### config.mk
export PLATFORM = sky130hd
export DESIGN_NAME = video_capture
export DESIGN_NICKNAME = d
export VERILOG_FILES = /design/src/rtl/video_capture_pkg.sv /design/src/rtl/video_timing_meter.sv /design/src/rtl/video_capture.sv
export SDC_FILE = /design/constraint.sdc
export NUM_CORES = 1
export LEC_CHECK = 0
export BUFFER_PORTS_ARGS = -buffer_cell sky130_fd_sc_hd__clkbuf_2
export CELL_PAD_IN_SITES_DETAIL_PLACEMENT = 1
export CELL_PAD_IN_SITES_GLOBAL_PLACEMENT = 1
export CORE_ASPECT_RATIO = 0.7
export CORE_MARGIN = 4
export CORE_UTILIZATION = 25
export DETAILED_ROUTE_END_ITERATION = 10
export GPL_ROUTABILITY_DRIVEN = 0
export PLACE_DENSITY = 0.5
export SLEW_MARGIN = 15
export SYNTH_ARGS = -nofsm -noshare
export SYNTH_HDL_FRONTEND = slang
export SYNTH_SLANG_ARGS = --single-unit
### constraint.sdc
create_clock -name clk -period 3.9 [get_ports clk]
set_input_delay 0.39 -clock clk [delete_from_list [all_inputs] [get_ports clk]]
set_output_delay 0.39 -clock clk [all_outputs]
set_load 0.01 [all_outputs]
### src/rtl/video_capture_pkg.sv
// Shared types and constants for the video capture block: FSM state encodings,
// counter sizing, RGB444 packing width and default active geometry.
package video_capture_pkg;

  localparam int DEF_HA   = 640;
  localparam int DEF_VA   = 480;
  localparam int CNT_W    = 10;
  localparam int RGB444_W = 12;

  localparam logic [CNT_W-1:0] CNT_MAX = '1;

  typedef enum logic [1:0] {SEARCH, MEASURE, LOCKED} lock_state_e;
  typedef enum logic [1:0] {IDLE, ARMED, RUN}        cap_state_e;

endpackage

### src/rtl/video_timing_meter.sv
// Sync edge detection plus x/y pixel counters; with VIDEO_CAPTURE_TIMING_EN it
// also measures total clocks per line and total lines per frame.
module video_timing_meter
  import video_capture_pkg::*;
(
  input  logic             clk,
  input  logic             reset,
  input  logic             vs_i,
  input  logic             hs_i,
  input  logic             de_i,
  output logic             frame_edge_o,
  output logic             line_end_o,
  output logic [CNT_W-1:0] x_o,
  output logic [CNT_W-1:0] y_o,
  output logic [CNT_W-1:0] htotal_o,
  output logic [CNT_W-1:0] vtotal_o
);

  logic             vs_prev_q, de_prev_q;
  logic [CNT_W-1:0] x_q, x_d, y_q, y_d;

  assign frame_edge_o = vs_prev_q & ~vs_i;
  assign line_end_o   = de_prev_q & ~de_i;
  assign x_o          = x_q;
  assign y_o          = y_q;

  always_comb begin
    x_d = x_q;
    if (line_end_o)                   x_d = '0;
    else if (de_i && x_q != CNT_MAX)  x_d = x_q + CNT_W'(1);
    y_d = y_q;
    if (frame_edge_o)                        y_d = '0;
    else if (line_end_o && y_q != CNT_MAX)   y_d = y_q + CNT_W'(1);
  end

  always_ff @(posedge clk) begin
    if (reset) begin
      vs_prev_q <= 1'b0;
      de_prev_q <= 1'b0;
      x_q       <= '0;
      y_q       <= '0;
    end else begin
      vs_prev_q <= vs_i;
      de_prev_q <= de_i;
      x_q       <= x_d;
      y_q       <= y_d;
    end
  end

`ifdef VIDEO_CAPTURE_TIMING_EN
  logic             hs_prev_q, hs_fall;
  logic [CNT_W-1:0] hcnt_q, vcnt_q, htot_q, vtot_q;

  assign hs_fall  = hs_prev_q & ~hs_i;
  assign htotal_o = htot_q;
  assign vtotal_o = vtot_q;

  // hcnt restarts at 1 so that on the next fall it already holds the period.
  always_ff @(posedge clk) begin
    if (reset) begin
      hs_prev_q <= 1'b0;
      hcnt_q    <= '0;
      vcnt_q    <= '0;
      htot_q    <= '0;
      vtot_q    <= '0;
    end else begin
      hs_prev_q <= hs_i;
      if (hs_fall) begin
        htot_q <= hcnt_q;
        hcnt_q <= CNT_W'(1);
      end else if (hcnt_q != CNT_MAX) begin
        hcnt_q <= hcnt_q + CNT_W'(1);
      end
      if (frame_edge_o) begin
        vtot_q <= vcnt_q;
        vcnt_q <= hs_fall ? CNT_W'(1) : '0;
      end else if (hs_fall && vcnt_q != CNT_MAX) begin
        vcnt_q <= vcnt_q + CNT_W'(1);
      end
    end
  end
`else
  logic unused_hs;
  assign unused_hs = hs_i;
  assign htotal_o  = '0;
  assign vtotal_o  = '0;
`endif

endmodule

### src/rtl/video_capture.sv
// Single-frame video grabber: locks onto the incoming timing, then writes one
// RGB444 frame on request. Optional VIDEO_CAPTURE_TIMING_EN adds total measurement.
module video_capture
  import video_capture_pkg::*;
#(
  parameter int HA         = DEF_HA,
  parameter int VA         = DEF_VA,
  parameter int ADDR_WIDTH = 18
) (
  input  logic                  clk,
  input  logic                  reset,
  input  logic [7:0]            vid_r,
  input  logic [7:0]            vid_g,
  input  logic [7:0]            vid_b,
  input  logic                  vid_hs,
  input  logic                  vid_vs,
  input  logic                  vid_de,
  input  logic                  capture_start,
  output logic                  locked,
  output logic                  busy,
  output logic                  frame_done,
  output logic                  capture_err,
  output logic                  wr_en,
  output logic [ADDR_WIDTH-1:0] wr_addr,
  output logic [RGB444_W-1:0]   wr_data,
  output logic [CNT_W-1:0]      meas_width,
  output logic [CNT_W-1:0]      meas_height,
  output logic [CNT_W-1:0]      meas_htotal,
  output logic [CNT_W-1:0]      meas_vtotal
);

  localparam logic [CNT_W-1:0] HA_C = CNT_W'(HA);
  localparam logic [CNT_W-1:0] VA_C = CNT_W'(VA);

  logic [7:0]       r_q, g_q, b_q;
  logic             hs_q, vs_q, de_q;
  logic             frame_edge, line_end, frame_match, wr_hit;
  logic [CNT_W-1:0] x, y;

  logic [CNT_W-1:0]      meas_width_q, meas_height_q;
  logic                  width_err_q;
  lock_state_e           lock_q;
  logic                  match_cnt_q, locked_q;
  cap_state_e            cap_q;
  logic                  busy_q, done_q, err_q;
  logic                  wr_en_q;
  logic [ADDR_WIDTH-1:0] wr_addr_q;
  logic [RGB444_W-1:0]   wr_data_q;
  logic [11:0]           unused_lo;

  assign unused_lo = {r_q[3:0], g_q[3:0], b_q[3:0]};

  always_ff @(posedge clk) begin
    if (reset) begin
      {r_q, g_q, b_q}    <= '0;
      {hs_q, vs_q, de_q} <= '0;
    end else begin
      {r_q, g_q, b_q}    <= {vid_r, vid_g, vid_b};
      {hs_q, vs_q, de_q} <= {vid_hs, vid_vs, vid_de};
    end
  end

  video_timing_meter u_meter (
    .clk          (clk),
    .reset        (reset),
    .vs_i         (vs_q),
    .hs_i         (hs_q),
    .de_i         (de_q),
    .frame_edge_o (frame_edge),
    .line_end_o   (line_end),
    .x_o          (x),
    .y_o          (y),
    .htotal_o     (meas_htotal),
    .vtotal_o     (meas_vtotal)
  );

  assign frame_match = (y == VA_C) && !width_err_q;

  // Any short or long line poisons the whole frame until the next boundary.
  always_ff @(posedge clk) begin
    if (reset) begin
      meas_width_q  <= '0;
      meas_height_q <= '0;
      width_err_q   <= 1'b0;
    end else begin
      if (line_end) meas_width_q <= x;
      if (frame_edge) begin
        meas_height_q <= y;
        width_err_q   <= 1'b0;
      end else if (line_end && x != HA_C) begin
        width_err_q <= 1'b1;
      end
    end
  end

  always_ff @(posedge clk) begin
    if (reset) begin
      lock_q      <= SEARCH;
      match_cnt_q <= 1'b0;
      locked_q    <= 1'b0;
    end else if (frame_edge) begin
      case (lock_q)
        SEARCH: begin
          lock_q      <= MEASURE;
          match_cnt_q <= 1'b0;
        end
        MEASURE: begin
          if (!frame_match) begin
            match_cnt_q <= 1'b0;
          end else if (match_cnt_q) begin
            lock_q      <= LOCKED;
            locked_q    <= 1'b1;
            match_cnt_q <= 1'b0;
          end else begin
            match_cnt_q <= 1'b1;
          end
        end
        LOCKED: begin
          if (!frame_match) begin
            lock_q   <= SEARCH;
            locked_q <= 1'b0;
          end
        end
        default: begin
          lock_q   <= SEARCH;
          locked_q <= 1'b0;
        end
      endcase
    end
  end

  // A mismatched frame while armed or running is also the lock-loss event.
  always_ff @(posedge clk) begin
    if (reset) begin
      cap_q  <= IDLE;
      busy_q <= 1'b0;
      done_q <= 1'b0;
      err_q  <= 1'b0;
    end else begin
      done_q <= 1'b0;
      err_q  <= 1'b0;
      case (cap_q)
        IDLE: begin
          if (capture_start && locked_q) begin
            cap_q  <= ARMED;
            busy_q <= 1'b1;
          end
        end
        ARMED, RUN: begin
          if (!locked_q || (frame_edge && !frame_match)) begin
            cap_q  <= IDLE;
            busy_q <= 1'b0;
            err_q  <= 1'b1;
          end else if (frame_edge) begin
            if (cap_q == ARMED) begin
              cap_q <= RUN;
            end else begin
              cap_q  <= IDLE;
              busy_q <= 1'b0;
              done_q <= 1'b1;
            end
          end
        end
        default: begin
          cap_q  <= IDLE;
          busy_q <= 1'b0;
        end
      endcase
    end
  end

  assign wr_hit = (cap_q == RUN) && de_q && (x < HA_C) && (y < VA_C);

  always_ff @(posedge clk) begin
    if (reset) begin
      wr_en_q   <= 1'b0;
      wr_addr_q <= '0;
      wr_data_q <= '0;
    end else begin
      wr_en_q <= wr_hit;
      if (wr_hit) begin
        wr_addr_q <= ADDR_WIDTH'(y) * ADDR_WIDTH'(HA) + ADDR_WIDTH'(x);
        wr_data_q <= {r_q[7:4], g_q[7:4], b_q[7:4]};
      end
    end
  end

  assign locked      = locked_q;
  assign busy        = busy_q;
  assign frame_done  = done_q;
  assign capture_err = err_q;
  assign wr_en       = wr_en_q;
  assign wr_addr     = wr_addr_q;
  assign wr_data     = wr_data_q;
  assign meas_width  = meas_width_q;
  assign meas_height = meas_height_q;

endmodule

=== Yosys cells after proc, flatten, opt, wreduce, memory -nomap -nowiden ===
Cells that the tools add are included.

* Output and inout port bits: 75
* Word-level logic and storage cells: 98
* Register bits: 109
* Bits of input ports: 30

* Order comparisons: 2
* Add/sub/neg operators: 3
* Reduce and logical (&&, ||, !) cells: 26
* Equality and inequality tests: 14
* Bitwise gates (word level): 7
* Mux-type cells: 23
* Multipliers: 1

{| class="wikitable"
|+ Operators by type and width
! operator !! number
|-
| 10-bit inequality test, second input constant || 3
|-
| 10-bit by 1-bit adder with 10-bit output, second input constant || 2
|-
| 18-bit by 10-bit adder with 18-bit output || 1
|-
| 2-bit 2-to-1 mux || 7
|-
| 10-bit by 3-bit multiplier with 11-bit output, second input constant || 1
|-
| 1-bit 2-to-1 mux || 11
|-
| 10-bit by 9-bit equality test with 1-bit output, second input constant || 1
|-
| 10-bit < comparator, second input constant || 1
|-
| 10-bit by 9-bit < comparator with 1-bit output, second input constant || 1
|-
| 1-bit logical AND || 9
|-
| 2-bit inequality test, second input constant || 4
|-
| 2-bit OR reduction || 4
|-
| 3-bit inequality test, second input constant || 2
|-
| 2-bit case mux with 3 select lines || 1
|-
| 1-bit NOT || 5
|-
| 5-bit AND reduction || 1
|-
| 2-bit by 1-bit equality test with 1-bit output, second input constant || 2
|-
| 2-bit equality test, second input constant || 2
|-
| 2-bit zero test || 2
|-
| 1-bit case mux with 2 select lines || 2
|-
| 2-bit case mux with 2 select lines || 1
|-
| 2-bit AND reduction || 2
|-
| 4-bit AND reduction || 1
|-
| 4-bit OR reduction || 1
|-
| other kinds (6) || 9
|}

=== Longest topological paths before layout ===
* Depth after elaboration: 7
* Depth in mapped cells: 9
* Depth with buffers taken out: 9

=== Cells and area by module ===
A second synthesis with hierarchy kept.

* Cells, all modules: 526
* Area total of the unflattened synthesis: 4,745.8 µm²

{| class="wikitable"
|+ By module, submodules not included
! module !! times used !! cells each !! area each (µm²) !! seq. area each (µm²)
|-
| video_capture || 1 || 367 || 3,305.7 || 1,521.5
|-
| video_timing_meter || 1 || 159 || 1,440.1 || 440.4
|}

=== Least setup slack after synthesis ===
Ideal clock, no wire load.

* Kind: register to register
* From: register u_meter.y_q[3] (netlist: u_meter.y_o[3])
* To: register wr_addr_q[17] (netlist: wr_addr[17])
* Setup slack: 1.112 ns
* Cell stages (with the launch flop): 10
* Required time: 3.836 ns
* Data arrival time: 2.724 ns
* Cells stage by stage: dfxtp_1 ha_1 ha_1 fa_1 xor2_1 o2111ai_1 nor3_2 nand4_2 or4_1 nand4_1

* Cells in the longest elaborated chain, start to end: 2
* Elaborated cells on any way between the ends: 4
* Classes of those cells: add/sub: 1; mul: 1; order compare: 1; reduce/logical: 1

{| class="wikitable"
|+ RTL lines
! item !! RTL line !! source
|-
| start, declared || video_timing_meter.sv:20 || <nowiki>logic [CNT_W-1:0] x_q, x_d, y_q, y_d;</nowiki>
|-
| start signal, assigned || video_timing_meter.sv:46 || <nowiki>y_q <= y_d;</nowiki>
|-
| 10-bit by 3-bit multiplier with 11-bit output or 10-bit by 9-bit < comparator with 1-bit output (tied branches) || video_capture.sv:182, video_capture.sv:172 ||
|-
| 18-bit by 10-bit adder with 18-bit output or 1-bit logical AND (tied branches) || video_capture.sv:182, video_capture.sv:172 ||
|-
| end signal, assigned || video_capture.sv:182 || <nowiki>wr_addr_q <= ADDR_WIDTH'(y) * ADDR_WIDTH'(HA) + ADDR_WIDTH'(x);</nowiki>
|-
| end, declared || video_capture.sv:47 || <nowiki>logic [ADDR_WIDTH-1:0] wr_addr_q;</nowiki>
|}

Parallel ways exist; a longest one is shown, timed or not.
A chain may end at the register's enable or synchronous reset.

=== Final worst setup path ===
Same ends and word-level chain as after synthesis.

==> metrics.md <==
| Metric | Value |
|---|---|
| Outcome | completed |
| Worst reg-to-reg path cell count | 9 |
| Clock tree from TritonCTS | yes |
| Number of gates resized after CTS | 0 |
| CP dominant cell by count | sky130_fd_sc_hd__ha_1 |
| Insertion delay of the later-clocked pin in the worst-skew pair | 0.35 ns |
| H-tree depth reported by CTS | 3 |
| IO Port Bufs | 71 |
| Power density over the cells | 411 nW/um2 |
| Detail Route Antenna Nets | 0 |
| CTS Hold Buffers Added | 0 |
| TritonCTS buffer count | 9 |
| Type of origin of the critical path | flop |
| Reg-to-reg startpoint | u_meter.y_o[3] |
| Total Neg Setup Slack | 0 ns |
| Die width | 168 um |
| Routed WL per cell | 15.0 um |
| Fraction of layout cells with a size suffix above 1 | 17.1% |
| Number of buffers inserted to repair setup after CTS | 0 |
| Antenna Cells | 0 |
| Final HPWL from detailed placement | 9060 um |
| Worst min-delay path class | in2reg |
| Chip Height | 120 um |
| Dominant combinational cell family by area after synthesis | simple AND/OR/NAND/NOR gates |
| Initial antenna violation count | 0 |
| Top-level port count | 105 |
| Worst setup EP type | flop |
| Maximum vdd ir drop | 0.200 mV |
| Number of distinct library cell variants in the gate-level netlist after synthesis | 49 |
| Cells after Synth | 524 |
| Peak fanout along the critical path | 8 |
| Reg area | 1940 um2 |
| Yosys top cell area share | 43.4% |
| Remaining max-slew budget at the tightest pin | 55.6% |
| Library cell with the largest summed area after synthesis | sky130_fd_sc_hd__dfxtp_1 |
| Critical path arrival | 3.50 ns |
| Global-route wire length before repair | 20200 um |
| Pre-antenna DRT Iters | 6 |
| Combined global-route utilization of all metal layers | 12.4% |
| Max_cap viols | 0 |
| Static power due to leakage | 2.13 nW |
| Number of fill cells | 2079 |
| Compound-gate portion of the synthesized area | 13.3% |
| Worst Max-Slew Pin Slew | 0.666 ns |
| Average via count per standard cell | 4.57 |
| First-iteration detailed-routing DRC count | 185 |
| Cell with the largest stage delay on the worst path | sky130_fd_sc_hd__dfxtp_1 |
| Post-layout util | 30.5% |
| Stage delay of the slowest cell on the critical path | 0.51 ns |
| Die Outline Area | 20200 um2 |
| Fraction of synthesized area in multiplexers | 0.671% |
| Vias in the first global route | 3832 |
| Number of warning messages in the yosys log | 0 |
| Maximum number of pins on one net before global-route repair | 33 |
| Instance count along the most critical hold path | 2 |
| Area fraction in and, or, nand and nor cells after synthesis | 23.1% |
| Cells traversed along the worst timing path | ha_1 > ha_1 > fa_1 > a211oi_1 > nor2_1 > xor2_1 > nand4_2 > or4_1 > nand4_1 |
| Final worst-path cycle share | 82.4% |
| Post-route clock skew | 0.0113 ns |
| Final global-route overflow total | 0 |
| Layout-stage area growth over the synthesis result | 18.4% |
| Setup repair after global routing missed its margin | false |
| Flip-flop and latch count after synthesis | 97 |
| Critical Setup Path Class | reg2reg |
| Starting density of the core | 25.8% |
| Avg Synthesized Cell Area | 8.55 um2 |
| Netlist area before placement | 4480 um2 |
| Share of async-settable or async-resettable flops after synthesis | 0% |
| Number of sinks handled by clock tree synthesis | 97 |
| Final critical-path required period | 3.21 ns |
| Upper clock frequency limit | 311 MHz |
| Final number of max-transition violations | 0 |
| Worst reg-to-reg setup slack | 0.69 ns |
| Combined area of the multi-input logic cells | 2310 um2 |
| Adder-Cell Fraction of Synth Area | 8.16% |
| Total via count in the routed design | 3754 |
| Final Net Count | 645 |
| DRT Wirelength | 12300 um |
| Required arrival time at the worst endpoint | 4.19 ns |
| Maximum buffer depth of the clock tree | 2 |
| Top flip-flop cell by instance count after synthesis | sky130_fd_sc_hd__dfxtp_1 |
| Main area contributors after synthesis | sky130_fd_sc_hd__dfxtp_1 (43%), sky130_fd_sc_hd__nand2_1 (8.3%), sky130_fd_sc_hd__ha_1 (7.3%) |
| Cell family with the largest share of critical-path delay | adder cells |
| Root buf cell | sky130_fd_sc_hd__clkbuf_16 |
| Final count of negative-setup-slack endpoints | 0 |
| Total count of hold-check failures in the final report | 0 |
| Xor and xnor fraction of the mapped netlist area | 4.69% |
| Sequential fraction of the synthesis area | 43.4% |
| Reg2reg end | wr_addr[17] |
| Start point of the worst hold path | vid_g[7] |
| End point of the most critical hold path | g_q[7] |
| Instance count after placement with tap cells included | 807 |
| Worst path buffer plus inverter count | 0 |
| Number of placement rows | 40 |
| Clock-pin slew reported for the worst setup and hold paths after clock tree synthesis | 0.07 ns |
| Final Instance Count excl. Fillers | 822 |
| Area of the core | 17400 um2 |
| Number of flops mapped to enable cells by yosys | 0 |
| DRC violations left | 0 |
## stage by stage
stage                     power [mW]  setup slack, ns  hold slack, ns  instance area (um2)
after floorplan                 1.18             1.11           0.417                 4550
after global placement          1.22            0.783           0.422                 4980
after detailed placement        1.23            0.697           0.428                 4980
after CTS                       2.22            0.668           0.236                 5300
after global routing            2.28            0.495           0.238                 5300
final                           2.18            0.688           0.252                 5300
## flip-flops by register name (all words and copies together), names as in the netlist, 2 cells and up
register	cells
wr_addr	18
wr_data	12
meas_height	10
meas_width	10
u_meter.x_o	10
u_meter.y_o	10
b_q	4
g_q	4
r_q	4
cap_q	2
lock_q	2
## cell usage after synthesis (2+ instances only)
master                     number
sky130_fd_sc_hd__nor2b_1       21
sky130_fd_sc_hd__clkbuf_8       2
sky130_fd_sc_hd__nand2_1       99
sky130_fd_sc_hd__and3_1         4
sky130_fd_sc_hd__a41oi_1        2
sky130_fd_sc_hd__nand4_2        2
sky130_fd_sc_hd__buf_4         20
sky130_fd_sc_hd__nor3_1         7
sky130_fd_sc_hd__nand4_1        9
sky130_fd_sc_hd__ha_1          26
sky130_fd_sc_hd__and4_1         3
sky130_fd_sc_hd__a21boi_0       2
sky130_fd_sc_hd__o21ai_0        6
sky130_fd_sc_hd__xnor2_1       10
sky130_fd_sc_hd__nand3_1        3
sky130_fd_sc_hd__nor4_1         3
sky130_fd_sc_hd__xor2_1        14
sky130_fd_sc_hd__dfxtp_1       97
sky130_fd_sc_hd__or3_1          2
sky130_fd_sc_hd__a211oi_1      13
sky130_fd_sc_hd__o21ai_1        3
sky130_fd_sc_hd__a21oi_1       56
sky130_fd_sc_hd__a21o_1         2
sky130_fd_sc_hd__a211oi_2       2
sky130_fd_sc_hd__nand2b_1       5
sky130_fd_sc_hd__inv_1         10
sky130_fd_sc_hd__clkbuf_1      21
sky130_fd_sc_hd__nor2_1        52
sky130_fd_sc_hd__nand3b_1       2
sky130_fd_sc_hd__o21a_1         3
sky130_fd_sc_hd__fa_1           2
sky130_fd_sc_hd__a311oi_1       2
sky130_fd_sc_hd__mux2i_1        3
## report_power, final
| group | internal [mW] | total, mW | switching (mW) |
|---|---|---|---|
| Clock | 0.581 | 0.975 | 0.395 |
| Combinational | 0.0574 | 0.162 | 0.105 |
| Sequential | 1.02 | 1.04 | 0.0211 |
| Total | 1.66 | 2.18 | 0.520 |
## worst reg2reg max path, cell delays in order (launching register included)
cell and delay (ns):
sky130_fd_sc_hd__dfxtp_1 0.51, sky130_fd_sc_hd__ha_1 0.30, sky130_fd_sc_hd__ha_1 0.23, sky130_fd_sc_hd__fa_1 0.41
sky130_fd_sc_hd__a211oi_1 0.46, sky130_fd_sc_hd__nor2_1 0.12, sky130_fd_sc_hd__xor2_1 0.35, sky130_fd_sc_hd__nand4_2 0.18
sky130_fd_sc_hd__or4_1 0.50, sky130_fd_sc_hd__nand4_1 0.10
## cell type report
class | count | area share (%)
timing repair buffer | 77 | 7.55
tap | 231 | 5.45
clock inverter | 5 | 1.60
multi-input combinational | 392 | 43.5
sequential | 97 | 36.6
clock buffer | 10 | 4.51
inverter | 10 | 0.708
## cells in the final DEF (no fill, tap or decap), types with 4 or more instances in the layout
master | Yosys | final
sky130_fd_sc_hd__a211oi_1 | 13 | 13
sky130_fd_sc_hd__a21oi_1 | 56 | 56
sky130_fd_sc_hd__and3_1 | 4 | 4
sky130_fd_sc_hd__buf_4 | 20 | 6
sky130_fd_sc_hd__clkbuf_16 | 0 | 9
sky130_fd_sc_hd__clkbuf_2 | 1 | 71
sky130_fd_sc_hd__conb_1 | 1 | 20
sky130_fd_sc_hd__dfxtp_1 | 97 | 97
sky130_fd_sc_hd__ha_1 | 26 | 26
sky130_fd_sc_hd__inv_1 | 10 | 10
sky130_fd_sc_hd__nand2_1 | 99 | 99
sky130_fd_sc_hd__nand2b_1 | 5 | 5
sky130_fd_sc_hd__nand4_1 | 9 | 9
sky130_fd_sc_hd__nor2_1 | 52 | 52
sky130_fd_sc_hd__nor2b_1 | 21 | 21
sky130_fd_sc_hd__nor3_1 | 7 | 7
sky130_fd_sc_hd__o21ai_0 | 6 | 6
sky130_fd_sc_hd__xnor2_1 | 10 | 10
sky130_fd_sc_hd__xor2_1 | 14 | 14
## routing by layer
layer	GRT usage (%)	routed length, um
met5	0	0
met2	17.9	5080
met1	17.8	6520
met3	3.65	568
met4	3.60	163
## how the worst max path moves through the flow
| stage | from | endpoint | slack [ns] | cells after the start |
|---|---|---|---|---|
| 2_1_floorplan | u_meter.y_o[3] | wr_addr[17] | 1.11 | 9 |
| 3_3_place_gp | u_meter.y_o[3] | wr_addr[17] | 0.78 | 9 |
| 3_5_place_dp | u_meter.y_o[3] | wr_addr[17] | 0.70 | 9 |
| 4_1_cts | u_meter.y_o[3] | wr_addr[17] | 0.67 | 9 |
| 5_1_grt | u_meter.y_o[3] | wr_addr[17] | 0.50 | 9 |
| 6_report | u_meter.y_o[3] | wr_addr[17] | 0.69 | 9 |
## logic make-up (layout without fill, tap and decap cells)
group                      count (synthesis)  after routing
and+or+nand+nor                          220            220
AOI/OAI and AO/OA                         97             97
DFF                                       97             97
buffers and inverters                     54            102
adders and majority gates                 28             28
xor gates and xnor gates                  24             24
muxes                                      3              3
other                                      1             20
(Power assumes the default switching activity.)
